**src/rtl/rx_slip_ctrl.sv**
```systemverilog
// 66b block-alignment slip sequencer for the 10GBASE-R RX path.
// Define RX_SLIP_CTRL_STATS_EN to add slip/escalation statistics outputs.
module rx_slip_ctrl #(
  parameter int SETTLE_CYCLES = 32,
  parameter int MAX_SLIPS     = 66,
  parameter int RESET_CYCLES  = 16,
  localparam int CNT_W = $clog2(MAX_SLIPS + 1)
) (
  input  logic             i_clk,
  input  logic             i_reset_n,
  input  logic             i_valid,
  input  logic             i_slip_req,
  input  logic             i_block_lock,
  output logic             o_gearbox_slip,
  output logic             o_lock_reset,
  output logic             o_aligned,
  output logic [CNT_W-1:0] o_slip_count,
  output logic             o_rx_reset_req
`ifdef RX_SLIP_CTRL_STATS_EN
  ,
  output logic [31:0]      o_slip_total,
  output logic [15:0]      o_escalate_total
`endif
);

  localparam int TMR_MAX =
    (SETTLE_CYCLES > RESET_CYCLES) ? SETTLE_CYCLES : RESET_CYCLES;
  localparam int TMR_W = $clog2(TMR_MAX + 1);

  localparam logic [TMR_W-1:0] SET_LAST = TMR_W'(SETTLE_CYCLES - 1);
  localparam logic [TMR_W-1:0] RST_LAST = TMR_W'(RESET_CYCLES - 1);
  localparam logic [CNT_W-1:0] CNT_LAST = CNT_W'(MAX_SLIPS - 1);

  typedef enum logic [2:0] {
    SEARCH   = 3'd0,
    SLIP     = 3'd1,
    SETTLE   = 3'd2,
    LOCKED   = 3'd3,
    ESCALATE = 3'd4
  } state_e;

  state_e state_q, state_d;
  logic [TMR_W-1:0] tmr_q, tmr_d;
  logic [CNT_W-1:0] cnt_q, cnt_d;
  logic slip_q, slip_d;
  logic lrst_q, lrst_d;
  logic algn_q, algn_d;
  logic rreq_q, rreq_d;

  always_comb begin
    state_d = state_q;
    tmr_d   = tmr_q;
    cnt_d   = cnt_q;
    unique case (state_q)
      SEARCH: begin
        if (i_valid) begin
          if (i_slip_req) begin
            state_d = (cnt_q == CNT_LAST) ? ESCALATE : SLIP;
          end else if (i_block_lock) begin
            state_d = LOCKED;
          end
        end
      end
      SLIP: state_d = SETTLE;
      SETTLE: begin
        if (i_valid) begin
          if (tmr_q == SET_LAST) state_d = SEARCH;
          else tmr_d = tmr_q + 1'b1;
        end
      end
      LOCKED: begin
        if (i_valid) begin
          if (i_slip_req) state_d = SLIP;
          else if (!i_block_lock) state_d = SEARCH;
        end
      end
      ESCALATE: begin
        if (tmr_q == RST_LAST) state_d = SETTLE;
        else tmr_d = tmr_q + 1'b1;
      end
      default: state_d = SEARCH;
    endcase

    // timer restarts on every state change
    if (state_d != state_q) tmr_d = '0;

    if (state_d == SLIP) cnt_d = cnt_q + 1'b1;
    if (state_d == LOCKED && state_q != LOCKED) cnt_d = '0;
    if (state_q == ESCALATE && state_d == SETTLE) cnt_d = '0;

    slip_d = (state_d == SLIP);
    lrst_d = (state_d == SETTLE) || (state_d == ESCALATE);
    algn_d = (state_d == LOCKED);
    rreq_d = (state_d == ESCALATE);
  end

  always_ff @(posedge i_clk or negedge i_reset_n) begin
    if (!i_reset_n) begin
      state_q <= SEARCH;
      tmr_q   <= '0;
      cnt_q   <= '0;
      slip_q  <= 1'b0;
      lrst_q  <= 1'b0;
      algn_q  <= 1'b0;
      rreq_q  <= 1'b0;
    end else begin
      state_q <= state_d;
      tmr_q   <= tmr_d;
      cnt_q   <= cnt_d;
      slip_q  <= slip_d;
      lrst_q  <= lrst_d;
      algn_q  <= algn_d;
      rreq_q  <= rreq_d;
    end
  end

  assign o_gearbox_slip = slip_q;
  assign o_lock_reset   = lrst_q;
  assign o_aligned      = algn_q;
  assign o_slip_count   = cnt_q;
  assign o_rx_reset_req = rreq_q;

`ifdef RX_SLIP_CTRL_STATS_EN
  logic [31:0] stot_q, stot_d;
  logic [15:0] etot_q, etot_d;

  always_comb begin
    stot_d = stot_q;
    etot_d = etot_q;
    if (slip_d && (stot_q != '1)) stot_d = stot_q + 1'b1;
    if (rreq_d && !rreq_q && (etot_q != '1)) etot_d = etot_q + 1'b1;
  end

  always_ff @(posedge i_clk or negedge i_reset_n) begin
    if (!i_reset_n) begin
      stot_q <= '0;
      etot_q <= '0;
    end else begin
      stot_q <= stot_d;
      etot_q <= etot_d;
    end
  end

  assign o_slip_total     = stot_q;
  assign o_escalate_total = etot_q;
`endif

endmodule

```
**config.mk**
```make
export PLATFORM = sky130hd
export DESIGN_NAME = rx_slip_ctrl
export DESIGN_NICKNAME = d
export VERILOG_FILES = /design/src/rtl/rx_slip_ctrl.sv
export SDC_FILE = /design/constraint.sdc
export NUM_CORES = 1
export LEC_CHECK = 0
export ABC_AREA = 1
export BUFFER_PORTS_ARGS = -buffer_cell sky130_fd_sc_hd__buf_2
export CORE_MARGIN = 8
export CORE_UTILIZATION = 59
export CTS_CLUSTER_DIAMETER = 80
export DETAILED_ROUTE_END_ITERATION = 10
export PLACE_DENSITY = 0.83
export SLEW_MARGIN = 20
export SYNTH_ARGS = -nofsm -noshare
export SYNTH_HDL_FRONTEND = slang
export SYNTH_SLANG_ARGS = --single-unit
```
**constraint.sdc**
```tcl
create_clock -name i_clk -period 3.35 [get_ports i_clk]
set_input_delay 0.1675 -clock i_clk [delete_from_list [all_inputs] [get_ports i_clk]]
set_output_delay 0.1675 -clock i_clk [all_outputs]
set_load 0.01 [all_outputs]
```
After elaboration in Yosys (flattened, before gate mapping)

Index checks and enable logic that the tools add are counted.

Flip-flop bits (word level): 20
Output and inout bits: 11
Logic and storage cells: 51

Reduce and logical (&&, ||, !) cells: 7
Add/sub/neg operators: 2
Equal/unequal tests: 16
Multiplexer cells: 19

Operator list:

| kind                  | number |
|---|---|
| $mux W3               | 10 |
| $mux W6               | 4 |
| $mux W7               | 3 |
| $pmux W3 S5           | 1 |
| $eq A3 B2 Y1 const B  | 4 |
| $pmux W6 S2           | 1 |
| $ne A3 B3 Y1 const B  | 3 |
| $add A7 B1 Y7 const B | 1 |
| $eq A7 B7 Y1 const B  | 1 |
| $add A6 B1 Y6 const B | 1 |
| $eq A3 B1 Y1 const B  | 2 |
| $eq A3 B3 Y1 const B  | 2 |
| $eq A6 B4 Y1 const B  | 1 |
| $eq A6 B5 Y1 const B  | 1 |
| $reduce_bool A3 Y1    | 2 |
| $reduce_and A4 Y1     | 1 |
| $logic_not A3 Y1      | 1 |
| $ne A3 B2 Y1 const B  | 1 |
| $ne A3 B3 Y1          | 1 |
| $logic_and A1 B1 Y1   | 2 |
| $logic_or A1 B1 Y1    | 1 |

Logic depth before layout (Yosys ltp)

Gate-level depths: netlist of the first run.

Depth in word-level cells: 9
Gate-level depth with buffers: 13

Worst setup path before layout of the first run

No wires, ideal clock.

Path kind: register -> register
Start: register cnt_q[1], in the netlist o_slip_count[1]
End: register cnt_q[2], in the netlist o_slip_count[2]
Period minus slack after synthesis: 1.518 ns
Stages on the path, launching flop included: 13
Arrival time: 1.400 ns
Setup slack: 1.832 ns
Data required time: 3.231 ns
Cell sequence: dfrtp_1 inv_1 ha_1 nand2_1 inv_1 nand2_1 nor2_1 o21ai_2 inv_2 nor2_8 inv_4 nand3_1 nand2_1

Elaborated cells on any way between the ends: 15
Those cells by class: add/sub: 1; eq/ne: 4; mux: 7; reduce/logical: 3

RTL lines:

| element                             | RTL line | RTL |
|---|---|---|
| start, declared                     | 44       | `logic [CNT_W-1:0] cnt_q, cnt_d;` |
| start signal, assigned              | 109      | `cnt_q <= cnt_d;` |
| $eq A7 B7 Y1                        | 58       | `state_d = (cnt_q == CNT_LAST) ? ESCALATE : SLIP;` |
| $mux W3                             | 58       |  |
| $mux W3                             | 57       | `if (i_slip_req) begin` |
| $mux W3                             | 56       | `if (i_valid) begin` |
| $pmux W3 S5                         | 54       | `unique case (state_q)` |
| net state_d[0]                      | 42       | `state_e state_q, state_d;` |
| $eq A3 B1 Y1                        | --       |  |
| net slip_d                          | 45       | `logic slip_q, slip_d;` |
| $reduce_bool A3 Y1 (no source line) | --       |  |

The timed path passes the listed nets, and every way through them passes these cells. The select of a mux whose other input is x is not followed.
A chain may end at the register's enable or synchronous reset.

Worst setup path in the final report of the first run

Start: register tmr_q[0]
End: register cnt_q[2], in the netlist o_slip_count[2]

Word-level cells in the longest chain between the ends: 8
Elaborated cells on any way between the ends: 14
Those cells by class: eq/ne: 5; mux: 6; reduce/logical: 3

Ends and longest elaborated chain:

| element                | RTL line | RTL |
|---|---|---|
| start, declared        | 43       | `logic [TMR_W-1:0] tmr_q, tmr_d;` |
| start signal, assigned | 108      | `tmr_q <= tmr_d;` |
| $eq A6 B5 Y1           | 67       | `if (tmr_q == SET_LAST) state_d = SEARCH;` |
| $mux W3                | 67       |  |
| $mux W3                | 66       | `if (i_valid) begin` |
| $pmux W3 S5 *          | 54       |  |
| $eq A3 B2 Y1           | 88       | `if (state_d == LOCKED && state_q != LOCKED) cnt_d = '0;` |
| $logic_and A1 B1 Y1    | 88       |  |
| $mux W7                | 88       |  |
| $mux W7                | 89       | `if (state_q == ESCALATE && state_d == SETTLE) cnt_d = '0;` |

Mark *: on every way between the ends. The rest lies on a longest branch, timed or not.

==> results of run 1 <==
==> per-stage QoR <==
step | hold slack [ns] | util, %
CTS | 0.280 | 66.8
detailed placement | 0.141 | 65.3
floorplan | -0.128 | -
global placement | 0.129 | 65.3
finish | 0.296 | 66.8
global route | 0.305 | 66.8
==> cell type report <==
cell class	instances	share of cell area, %
Timing Repair Buffer	16	5.87
Multi-Input combinational cell	131	46.9
Clock buffer	3	1.55
Sequential cell	20	34.5
Tap cell	28	2.42
Inverter	33	8.71
==> synth_stat cells (2+ instances only) <==
| library cell | n |
|---|---|
| nor2_2 | 8 |
| ha_1 | 3 |
| nand3_2 | 2 |
| nand4_1 | 5 |
| nor2_1 | 17 |
| inv_2 | 5 |
| inv_1 | 26 |
| nand3_1 | 19 |
| nand2_1 | 55 |
| nand2_4 | 2 |
| xor2_1 | 3 |
| dfrtp_1 | 20 |
| o21ai_0 | 9 |
==> placed cells by master (no fill, tap or decap), types with 2 or more instances in the layout <==
master and count:
nand2_1 55, buf_2 15, inv_1 26, o21ai_0 9, nor2_2 8, nor2_1 17, clkbuf_4 3, inv_2 5
nand2_4 2, ha_1 3, nand3_1 19, xor2_1 3, dfrtp_1 20, nand4_1 5, nand3_2 2
==> registers in the layout, indices dropped and copies added (netlist names) <==
name / cells
o_aligned: 1
o_lock_reset: 1
o_gearbox_slip: 1
o_slip_count: 7
o_rx_reset_req: 1
tmr_q: 6
state_q: 3
==> power groups by stage <==
stage	logic (uW)	clock network (uW)	registers [uW]
after floorplan	325	0	357
after global placement	429	0	347
after detailed placement	441	0	350
after CTS	444	114	345
after global routing	498	121	353
final	445	109	347
==> kinds of logic (layout without fill, tap and decap cells) <==
group / Yosys count / count (layout)
AO/OA/AOI/OAI: 12 / 12
XOR/XNOR: 3 / 3
flip-flops: 20 / 20
adder cells (fa/ha/maj): 3 / 3
AND/OR/NAND/NOR: 113 / 113
buffers and inverters: 34 / 52
==> what timing repair did <==
action,4_1_cts,5_1_grt
setup buffers,0,0
hold buffers,1,0
endpoints found under the hold margin,20,0
==> routing by layer <==
layer	share of wire (%)	GRT usage, %	wire length [microns]
met5	0	0	0
met1	48	16.1	1290
met2	47	22.8	1270
met3	4.9	3.36	134
met4	0.74	6.41	20
==> critical path, cell delays in order, from the launching register on <==
cell	delay [ns]
dfrtp_1	0.40
ha_1	0.23
nand3_1	0.11
nor2_1	0.22
nand2_4	0.11
nand2_1	0.13
clkinv_1	0.23
nand4_1	0.17
nand2_1	0.06
==> how the worst max path moves through the flow <==
stage	startpoint	endpoint	slack (ns)
3_3_place_gp	tmr_q[0]$_DFFE_PN0P_	o_slip_count[5]$_DFFE_PN0P_	1.66
4_1_cts	tmr_q[0]$_DFFE_PN0P_	o_slip_count[5]$_DFFE_PN0P_	1.60
6_report	tmr_q[0]$_DFFE_PN0P_	o_slip_count[2]$_DFFE_PN0P_	1.59
5_1_grt	tmr_q[0]$_DFFE_PN0P_	o_slip_count[5]$_DFFE_PN0P_	1.38
2_1_floorplan	o_slip_count[1]$_DFFE_PN0P_	o_slip_count[2]$_DFFE_PN0P_	1.83
3_5_place_dp	tmr_q[0]$_DFFE_PN0P_	o_slip_count[5]$_DFFE_PN0P_	1.62
==> metrics.md, run 1 <==
| Metric | Value |
|---|---|
| Arrival time worst endpoint | `1.95 ns` |
| Register share of total power | `38.5%` |
| Fraction of power consumed by combinational cells | `49.4%` |
| Post-Route WL | `2710 microns` |
| R2R Path End | `o_slip_count[2]$_DFFE_PN0P_` |
| Sequential element share of the synthesized area | `38.0%` |
| Area taken by multi-input logic gates | `681 sq um` |
| Int Power | `483 uW` |
| Synth async-reset ratio | `100%` |
| Psw | `417 uW` |
| Largest net degree at the start of global routing | `21` |
| Post-route antenna net violation count | `0` |
| Tcrit/Tclk final | `52.5%` |
| CTS tree | `built` |
| Clk buf depth | `2` |
| DR WL/cell | `11.7 microns` |
| I/O pin cnt | `16` |
| Post-synth top area share | `38.0%` |
| Diode count | `0` |
| Total Power | `900 uW` |
| DP Wirelength | `2120 microns` |
| GP Congestion | `0.860` |
| Post-CTS Resized | `0` |
| Die area | `4000 sq um` |
| Placed Cells | `227` |
| Worst setup margin | `1.59 ns` |
| Area leader, netlist | `dfrtp_1` |
| Synth Cell Area | `1320 sq um` |
| GR Util All Layers | `13.7%` |
| Compound-Gate Fraction of Synth Area | `5.12%` |
| Fin. max-slew vios | `0` |
| DP Area | `1420 sq um` |
| Number of remaining DRC errors | `0` |
| Synthesized flop and latch total | `20` |
| Initial Utilization | `60.8%` |
| Top cells by area, synth | `dfrtp_1, nand2_1, inv_1, nand3_1, nor2_1` |
| Pin slew with the least headroom to its limit | `0.453 ns` |
| Post-synth EDFFs | `0` |
| Drt via density | `5.14` |
| CTS buffer count | `3` |
| Tmin final | `1.76 ns` |
| Setup Skew | `0.00129 ns` |
| Element type at the critical path start | `flip-flop` |
| Fin Setup TNS | `0 ns` |
| Crit Path Category | `reg -> reg` |
| Slew headroom | `69.8%` |
| Rows | `17` |
| Layout cells sized above 1 | `20.7%` |
| Nets@finish | `213` |
| Data required, critical path | `3.54 ns` |
| Xor/xnor share of the synthesized area | `1.99%` |
| Place WS | `1.62 ns` |
| Worst r2r path cells | `8` |
| Leakage power total | `0.000830 uW` |
| Main synth FF type | `dfrtp_1` |
| Non-Filler Instances | `231` |
| Die width | `63.3 microns` |
| Die Ht | `63.3 microns` |
| Post-layout instance area | `1450 sq um` |
| Max FO, Critical Path | `9` |
| Via count | `1187` |
| Count of final hold-check violations | `0` |
| First-pass detailed-route iteration total | `4` |
| Register-to-Register Setup Slack | `1.59 ns` |
| Largest family of logic cells by synthesized area | `simple AND/OR/NAND/NOR gates` |
| Flip-flop and latch area | `500 sq um` |
| Initial antenna violation count | `0` |
| Sinks on the clock net | `20` |
| Layout area overhead | `9.96%` |
| Post-synthesis simple-gate area fraction | `41.7%` |
| H-tree levels | `1` |
| Outcome | `complete, no violations` |
| Mapped Nets | `193` |
| Area of the core | `2170 sq um` |
| Clk pwr share | `12.1%` |
| Worst Hold Depth | `4` |
| Hold Path Origin | `i_valid` |
| Yosys cell types | `24` |
| I/O Buffers | `15` |
| First-pass GRT wire length | `4570 microns` |
| Finish-stage setup viols | `0` |
| PD cells | `621 nW/um^2` |
| Mux cell area share after synthesis | `0%` |
| Synth Area in Adders | `2.85%` |
| Switch share | `46.4%` |
| Initial DRC count | `67` |
| Cell count after synthesis | `185` |
| RSZ-0062 raised after global routing | `no` |
| Post-Syn Area per Cell | `7.13 sq um` |
| Highest clock rate | `569 MHz` |
| Worst-Skew Late Latency | `0.29 ns` |
| Synth Warn # | `0` |
| HP Class | `in -> reg` |
| Worst Hold Endpoint | `state_q[0]$_DFF_PN0_` |
| Worst r2r src | `tmr_q[0]$_DFFE_PN0P_` |
| Reg clk slew, reported paths | `0.10 ns` |
| Max-cap violations | `0` |
| Number of fill cells in the layout | `193` |
| Clock Tree Root | `clkbuf_4` |
| GRT overflow | `0` |
| Peak VDD IR | `0.453 mV` |
| Critical Path End Type | `flip-flop` |
| Vias in the first global route | `1110` |
No activity file was read; power rests on OpenSTA's default activity.
==> inputs of run 2 (changes only) <==
--- a/config.mk
+++ b/config.mk
@@ -5,13 +5,13 @@
 export SDC_FILE = /design/constraint.sdc
 export NUM_CORES = 1
 export LEC_CHECK = 0
-export ABC_AREA = 1
+export ABC_AREA = 0
 export BUFFER_PORTS_ARGS = -buffer_cell sky130_fd_sc_hd__buf_2
 export CORE_MARGIN = 8
-export CORE_UTILIZATION = 59
+export CORE_UTILIZATION = 56
 export CTS_CLUSTER_DIAMETER = 80
 export DETAILED_ROUTE_END_ITERATION = 10
-export PLACE_DENSITY = 0.83
+export PLACE_DENSITY = 0.8
 export SLEW_MARGIN = 20
 export SYNTH_ARGS = -nofsm -noshare
 export SYNTH_HDL_FRONTEND = slang
==> constraint.sdc (replaced) <==
create_clock -name i_clk -period 1.85 [get_ports i_clk]
set_input_delay 0.0925 -clock i_clk [delete_from_list [all_inputs] [get_ports i_clk]]
set_output_delay 0.0925 -clock i_clk [all_outputs]
set_load 0.01 [all_outputs]
==> run 2 against run 1 <==
The run now ends with negative setup slack left. Core utilization increased by 7.7 points. First-iteration DRC count rose by 18%. Count of clock-buffer cells in the layout up 1. Non-clock buffer count up 18. Clock power up 140%. Worst setup slack worse by 1.6 ns. Clock skew is 0.0035 ns higher. Highest routed layer unchanged.
==> metrics.md, run 2 <==
| Metric | Value |
|---|---|
| Clk buf depth | `2` |
| Initial Utilization | `56.8%` |
| H-tree levels | `1` |
| Worst setup margin | `-0.0423 ns` |
| RSZ-0062 raised after global routing | `yes` |
| Number of remaining DRC errors | `0` |
| Die area | `3900 sq um` |
| Arrival time worst endpoint | `2.13 ns` |
| DP Area | `1380 sq um` |
| Drt via density | `6.51` |
| Cell count after synthesis | `128` |
| Setup Skew | `0.00480 ns` |
| Sequential element share of the synthesized area | `41.5%` |
| Worst-Skew Late Latency | `0.30 ns` |
| Max-cap violations | `0` |
| Critical Path End Type | `flip-flop` |
| Register share of total power | `34.8%` |
| Die width | `62.4 microns` |
| Slew headroom | `64.3%` |
| GP Congestion | `0.857` |
| Buf/Inv on CP | `0` |
| Area leader, netlist | `dfrtp_1` |
| Fin. max-slew vios | `0` |
| Top delay family on crit path | `simple AND/OR/NAND/NOR gates` |
| Vias in the first global route | `1139` |
| Count of final hold-check violations | `0` |
| Tmin final | `1.89 ns` |
| Post-synth top area share | `41.5%` |
| Most common cell in the netlist | `dfrtp_1` |
| Crit Path Category | `reg -> reg` |
| DR WL/cell | `18.1 microns` |
| Rows | `17` |
| Post-synth EDFFs | `0` |
| Post-layout instance area | `1590 sq um` |
| Via count | `1224` |
| Pin slew with the least headroom to its limit | `0.534 ns` |
| Area of the core | `2130 sq um` |
| GR Util All Layers | `16.0%` |
| PD cells | `1170 nW/um^2` |
| CTS tree | `built` |
| Synth Cell Area | `1210 sq um` |
| Clk pwr share | `13.9%` |
| Failing checks | `negative setup slack` |
| Int Power | `1090 uW` |
| Main synth FF type | `dfrtp_1` |
| First-pass detailed-route iteration total | `4` |
| Most common cell after layout, fill and taps aside | `dfrtp_1` |
| GRT overflow | `0` |
| Leakage power total | `0.000693 uW` |
| Post-Route WL | `3400 microns` |
| Layout area overhead | `31.3%` |
| Outcome | `complete, but fails checks` |
| Diode count | `0` |
| HP Class | `in -> reg` |
| CTS buffer count | `3` |
| I/O pin cnt | `16` |
| Non-Filler Instances | `188` |
| Clock Tree Root | `clkbuf_4` |
| Yosys cell types | `41` |
| Area taken by multi-input logic gates | `749 sq um` |
| Fin Setup TNS | `-0.211 ns` |
| Die Ht | `62.4 microns` |
| Placed Cells | `178` |
| Number of fill cells in the layout | `154` |
| Layout cells sized above 1 | `43.8%` |
| Synthesized flop and latch total | `20` |
| Sinks on the clock net | `20` |
| Switch share | `41.1%` |
| Synth Warn # | `0` |
| Flip-flop and latch area | `503 sq um` |
| Data required, critical path | `2.09 ns` |
| Post-Syn Area per Cell | `9.43 sq um` |
| Highest clock rate | `528 MHz` |
| Reg clk slew, reported paths | `0.12 ns` |
| Total Power | `1860 uW` |
| Initial antenna violation count | `0` |
| Nets@finish | `169` |
| Post-route antenna net violation count | `0` |
| Max reg flops | `7` |
| Slowest cell on crit path | `or4_1` |
| Finish-stage setup viols | `8` |
| I/O Buffers | `15` |
| Top cells by area, synth | `dfrtp_1, nor2_1, o31ai_1, a21oi_1, o21ai_0` |
| Max FO, Critical Path | `6` |
| Largest net degree at the start of global routing | `21` |
| Tcrit/Tclk final | `102%` |
| Crit-path max cell delay | `0.43 ns` |
| Highest-count cells in the layout ignoring fill and taps | `dfrtp_1, buf_2, buf_4, nor2_1` |
| Fraction of power consumed by combinational cells | `51.3%` |
| Initial DRC count | `79` |
| Commonest cells post-synth | `dfrtp_1, nor2_1, a21oi_1, inv_1, o21ai_0` |
| Peak VDD IR | `0.982 mV` |
| Psw | `764 uW` |
| First-pass GRT wire length | `5180 microns` |
| Crit path cell chain | `ha_2, and4b_4, nand3_2, a32o_2, or4_1, a21oi_1` |
| Synth async-reset ratio | `100%` |
| DP Wirelength | `2160 microns` |
| Mapped Nets | `136` |
| Element type at the critical path start | `flip-flop` |
[run 2: cell count changes after synthesis, sizes merged, moves of 6 or more]
cell / previous run / this run
a21oi: 1 / 8
nor2: 27 / 13
o31ai: 0 / 6
nand2: 57 / 5
inv: 32 / 8
nand3: 22 / 4
[run 2: worst reg2reg max path: stages (launching register included)]
cell and delay [ns]:
dfrtp_1 0.39, ha_2 0.21, and4b_4 0.25, nand3_2 0.09, a32o_2 0.31, or4_1 0.43
a21oi_1 0.16
[run 2: area by class of cell]
cell class                      count  area share, %
Timing Repair Buffer               34           14.6
Tap cell                           28           2.21
Multi-Input combinational cell     94           47.3
Sequential cell                    20           31.7
Clock buffer                        4           2.29
Inverter                            8           1.89
[run 2: worst paths after layout]
kind	from	endpoint	slack, ns	cells past startpoint
setup / recovery	tmr_q[0]$_DFFE_PN0P_	o_slip_count[5]$_DFFE_PN0P_	-0.04	6
hold / removal	i_valid	o_rx_reset_req$_DFF_PN0_	0.17	3
setup reg to reg	tmr_q[0]$_DFFE_PN0P_	o_slip_count[5]$_DFFE_PN0P_	-0.04	6
hold reg to reg	o_slip_count[3]$_DFFE_PN0P_	o_slip_count[3]$_DFFE_PN0P_	0.60	2
max in group asynchronous	i_reset_n	state_q[1]$_DFF_PN0_	1.24	2
min in group asynchronous	i_reset_n	o_slip_count[4]$_DFFE_PN0P_	0.26	2
[run 2: timing repair]
action                                 4_1_cts  5_1_grt
setup buffers                                2        2
resized for setup                            4       27
pin swaps                                    7       17
setup endpoints to repair                    8       13
endpoints found under the hold margin       20        0
hold buffers                                 1        0
cloned                                       1        0
[run 2: metal layers]
| metal | vias to the layer above | track usage, % | wire length, microns |
|---|---|---|---|
| li1 | 550 | - | - |
| met1 | 596 | 19.1 | 1390 |
| met2 | 66 | 25.7 | 1670 |
| met3 | 12 | 3.58 | 262 |
| met4 | 0 | 9.40 | 83 |
| met5 | - | 0 | 0 |
[run 2: power by group through the flow]
stage          sequential (uW)  clock (uW)  combinational [uW]
3_3_place_gp               622           0                 707
6_report                   648         258                 953
5_1_grt                    662         270                1020
2_1_floorplan              639           0                 441
4_1_cts                    635         258                 806
3_5_place_dp               630           0                 727
[run 2: logic make-up (layout without fill, tap and decap cells)]
| family | after synthesis | in the layout | share of synthesized area (%) |
|---|---|---|---|
| AOI/OAI and AO/OA | 36 | 37 | 20.0 |
| xor gates and xnor gates | 4 | 4 | 2.90 |
| adders and majority gates | 3 | 3 | 3.11 |
| buffers and inverters | 15 | 46 | 6.53 |
| DFF | 20 | 20 | 41.5 |
| and+or+nand+nor | 50 | 50 | 26.0 |
[run 2: metrics by stage]
stage | setup slack, ns | hold WS, ns | util, %
floorplan | 0.00397 | -0.203 | -
global placement | 0.0284 | 0.0564 | 64.7
detailed placement | -0.0712 | 0.0661 | 64.7
CTS | -0.00353 | 0.167 | 68.6
global route | -0.0720 | 0.210 | 74.5
finish | -0.0423 | 0.169 | 74.5
